$ cat src/rtl/dram_arbiter.sv
// Two-port round-robin arbiter in front of dram_control: one transaction at a time,
// with a DONE cycle so a requester dropping valid after ready is never re-granted.
module dram_arbiter #(
   parameter int unsigned ADDR_W = 32,
   parameter int unsigned DATA_W = 128
) (
   input  logic              clk,
   input  logic              rstn,
   input  logic              p0_valid,
   output logic              p0_ready,
   input  logic [ADDR_W-1:0] p0_addr,
   input  logic              p0_wmask,
   input  logic [DATA_W-1:0] p0_wdata,
   output logic [DATA_W-1:0] p0_rdata,
   input  logic              p1_valid,
   output logic              p1_ready,
   input  logic [ADDR_W-1:0] p1_addr,
   input  logic              p1_wmask,
   input  logic [DATA_W-1:0] p1_wdata,
   output logic [DATA_W-1:0] p1_rdata,
   output logic              mem_valid,
   input  logic              mem_ready,
   output logic [ADDR_W-1:0] mem_addr,
   output logic              mem_wmask,
   output logic [DATA_W-1:0] mem_wdata,
   input  logic [DATA_W-1:0] mem_rdata
);

   typedef enum logic [1:0] {StIdle, StBusy, StDone} state_e;

   state_e              state_q, state_d;
   logic                last_q, last_d;   // 1 = port 1 was granted last
   logic                gnt_q, gnt_d;
   logic [ADDR_W-1:0]   addr_q, addr_d;
   logic                wmask_q, wmask_d;
   logic [DATA_W-1:0]   wdata_q, wdata_d;
   logic [DATA_W-1:0]   rdata_q, rdata_d;
   logic                grant;

   // On a tie the port not granted last wins; a lone requester always wins.
   always_comb begin
      grant = p1_valid;
      if (p0_valid && p1_valid) begin
         grant = ~last_q;
      end
   end

   always_comb begin
      state_d   = state_q;
      last_d    = last_q;
      gnt_d     = gnt_q;
      addr_d    = addr_q;
      wmask_d   = wmask_q;
      wdata_d   = wdata_q;
      rdata_d   = rdata_q;
      mem_valid = 1'b0;
      p0_ready  = 1'b0;
      p1_ready  = 1'b0;
      unique case (state_q)
         StIdle: begin
            if (p0_valid || p1_valid) begin
               state_d = StBusy;
               gnt_d   = grant;
               last_d  = grant;
               addr_d  = grant ? p1_addr  : p0_addr;
               wmask_d = grant ? p1_wmask : p0_wmask;
               wdata_d = grant ? p1_wdata : p0_wdata;
            end
         end
         StBusy: begin
            mem_valid = 1'b1;
            if (mem_ready) begin
               state_d = StDone;
               if (!wmask_q) begin
                  rdata_d = mem_rdata;
               end
            end
         end
         StDone: begin
            p0_ready = ~gnt_q;
            p1_ready = gnt_q;
            state_d  = StIdle;
         end
         default: state_d = StIdle;
      endcase
   end

   always_ff @(posedge clk) begin
      if (!rstn) begin
         state_q <= StIdle;
         last_q  <= 1'b1;
         gnt_q   <= 1'b0;
         addr_q  <= '0;
         wmask_q <= 1'b0;
         wdata_q <= '0;
         rdata_q <= '0;
      end else begin
         state_q <= state_d;
         last_q  <= last_d;
         gnt_q   <= gnt_d;
         addr_q  <= addr_d;
         wmask_q <= wmask_d;
         wdata_q <= wdata_d;
         rdata_q <= rdata_d;
      end
   end

   assign mem_addr  = addr_q;
   assign mem_wmask = wmask_q;
   assign mem_wdata = wdata_q;
   assign p0_rdata  = rdata_q;
   assign p1_rdata  = rdata_q;

endmodule

$ cat config.mk
export PLATFORM = sky130hd
export DESIGN_NAME = dram_arbiter
export DESIGN_NICKNAME = d
export VERILOG_FILES = /design/src/rtl/dram_arbiter.sv
export SDC_FILE = /design/constraint.sdc
export NUM_CORES = 1
export LEC_CHECK = 0
export CAP_MARGIN = 10
export CORE_AREA = 8 8 332 334
export CTS_CLUSTER_SIZE = 40
export DETAILED_ROUTE_END_ITERATION = 6
export DIE_AREA = 0 0 340 342
export PLACE_DENSITY = 0.47
export REMOVE_ABC_BUFFERS = 1
export SYNTH_ARGS = -nofsm -noshare
export SYNTH_HDL_FRONTEND = slang
export SYNTH_SLANG_ARGS = --single-unit
$ cat constraint.sdc
create_clock -name clk -period 4.5 [get_ports clk]
set_clock_uncertainty 0.2 [all_clocks]
set_input_delay 0.9 -clock clk [delete_from_list [all_inputs] [get_ports clk]]
set_output_delay 0.9 -clock clk [all_outputs]
set_load 0.01 [all_outputs]
==> qor.yml <==
status: "complete, no violations"
vias_per_cell: 3.91
port_buffers: 874
setup-tns-final_ns: 0
whs_ns: 0.266
post_cts_buffers: 0
power.density_mw_per_mm2: 355
vias: 14532
synth_top_area_share_pct: 44.6
cts.repair.resized: 0
syn2layout_area_growth_pct: 81.0
cts_max_level: 2
fmax_mhz: 313
slew_headroom_pct: 23.9
rows: 119
min_period_ns: 3.20
p_total_mw: 8.47
grt_overflow: 0
ir_drop_uv: 243
cpMaxStageDelayCell: "dfxtp_1"
hp-class: "reg2reg"
maxCapViolations: 0
rsz0062_at_grt: "false"
synth_warnings: 0
cts.clk_slew.worst_paths_ns: 0.06
netlist_top_cells_area: "dfxtp_1 (45%), nand2_1 (16%), a21oi_1 (11%)"
cts-root-buf: "clkbuf_16"
stdcell_count: 3716
drtPass1Iterations: 5
setup_ws_ns: 1.30
insertion_delay_ns: 0.58
synth_compound_area_share_pct: 25.8
post-route-util_pct: 22.8
grt_max_degree: 165
die-area_sq_mm: 0.116
place_inst: 3634
critPathKind: "reg2out"
die_x_microns: 340
critPathMaxFanout: 7
wirelength_mm: 93.4
synth-adder-area-share_pct: 0
stdcell_area_sq_mm: 0.0238
final_hold_viol_count: 0
synthMuxAreaShare_pct: 0
avgSynthCellArea_sq_um: 8.14
synth-xor-area-share_pct: 0
drv_slew: 0
synth_top_family_by_area: "compound AO/OA/AOI/OAI gates"
drc: 0
postCtsHoldBufs: 0
cp.required_ns: 3.40
worstPathArrival_ns: 2.10
endpoint_kind: "output port"
drt_iter0_drc: 809
drive_above_1_share_pct: 7.78
synth.distinct_cells: 25
dpl_cell_area_sq_mm: 0.0225
yosys.area_share.simple_pct: 17.1
fin_crit_sh_pct: 71.1
gp_congestion: 0.809
coreArea_sq_mm: 0.105
final_nets: 2739
ys_ff_latch: 293
cp-start-kind: "flip-flop"
place_ws_ns: 1.09
post_drt_wl_per_cell_microns: 25.1
ioPinCount: 875
synth-seq-area-share_pct: 44.6
grt_use_total_pct: 15.1
grt_pass1_vias: 14613
crit_chain: "nor2b_1, clkdlybuf4s50_1"
cts.sinks: 293
antenna_found_initial: 34
ant_nets: 0
setup_viol: 0
tightestPinTransition_ns: 1.14
dp.final_hpwl_mm: 74.2
die_h_microns: 342
synth_area_sq_mm: 0.0132
synth_area_leader_cell: "dfxtp_1"
slowest_delay_ns: 0.62
cts_tree: "built"
clockBufferDepth: 3
initial_core_util_pct: 12.6
synthCells: 1618
grt_pass1_wl_mm: 126
cts_buffers: 39
power_leakage_nw: 8.14
-- power by group --
group,leakage (nW),switching [mW],internal (mW)
Clock,0.672,1.34,2.02
Combinational,5.06,1.04,1.08
Sequential,2.41,0.174,2.82
-- cell usage after synthesis --
library cell / count
a21bo_2: 1
a21boi_0: 2
a21oi_1: 290
a311oi_1: 82
a311oi_2: 79
and2_1: 1
and3_1: 2
and3b_1: 1
and4bb_2: 1
buf_1: 8
buf_2: 32
buf_4: 129
buf_6: 10
clkbuf_1: 98
dfxtp_1: 293
inv_2: 1
nand2_1: 578
nand4bb_1: 1
nor2_1: 1
nor2b_1: 2
nor3_1: 1
nor3b_1: 1
o21a_1: 2
o21ai_0: 1
or2_1: 1
-- final cells by class --
type | instances | area [sq um]
timing repair buffer | 902 | 9130
multi-input combinational | 1047 | 5710
antenna | 12 | 30.0
clock inverter | 19 | 243
fill | 11616 | 80800
tap | 1391 | 1740
clock buffer | 51 | 1100
inverter | 1 | 11.3
sequential | 293 | 5870
-- flip-flops by register name, indices dropped and copies added, names as in the netlist --
register,count
last_q,1
mem_wmask,1
mem_addr,32
gnt_q,1
mem_wdata,128
p0_rdata,128
state_q,2
-- worst max-delay path, delay by kind of cell (launching register included) --
kind                   cells  cell delay, ns
buffers and inverters      1            0.62
DFF                        1            0.62
and+or+nand+nor            1            0.29
-- path summary, 6_finish.rpt --
path | startpoint | endpoint | slack [ns] | depth (start not counted)
worst max register to register | state_q[1] | p0_rdata[63] | 1.78 | 5
worst min register to register | p0_rdata[99] | p0_rdata[99] | 0.27 | 2
worst min-delay path | p0_rdata[99] | p0_rdata[99] | 0.27 | 2
worst max-delay path | state_q[0] | mem_valid | 1.30 | 2
-- per-layer routing --
| metal | GRT usage, % | part of all wire (%) |
|---|---|---|
| met4 | 4.22 | 2.7 |
| met2 | 23.6 | 45 |
| met5 | 0.250 | 0.13 |
| met1 | 18.6 | 42 |
| met3 | 6.83 | 10 |
-- cell families (layout without fill, tap and decap cells) --
logic type | count (synthesis) | count (layout)
simple gates | 590 | 590
buf+inv | 278 | 973
other cells | 0 | 12
compound gates | 457 | 457
flops | 293 | 293
-- layout by cell type (no fill, tap or decap) --
| cell type | n |
|---|---|
| and2_4 | 1 |
| inv_8 | 1 |
| a21boi_0 | 1 |
| diode_2 | 12 |
| clkinv_2 | 10 |
| clkdlybuf4s50_1 | 874 |
| nor2_4 | 1 |
| a311oi_1 | 82 |
| buf_4 | 14 |
| clkinv_4 | 1 |
| and4bb_4 | 1 |
| clkbuf_16 | 40 |
| a21boi_4 | 1 |
| buf_12 | 14 |
| nor3_1 | 1 |
| o21ai_0 | 1 |
| inv_6 | 2 |
| bufinv_16 | 5 |
| a311oi_2 | 79 |
| and3b_1 | 1 |
| and3_1 | 2 |
| clkinv_8 | 1 |
| o21a_1 | 2 |
| or2_4 | 1 |
| a21bo_4 | 1 |
| dfxtp_1 | 293 |
| a21oi_1 | 290 |
| nor3b_1 | 1 |
| nand2_1 | 578 |
| clkbuf_8 | 6 |
| nand4bb_4 | 1 |
| nor2b_1 | 2 |
| clkbuf_1 | 5 |
(Power assumes the default switching activity.)
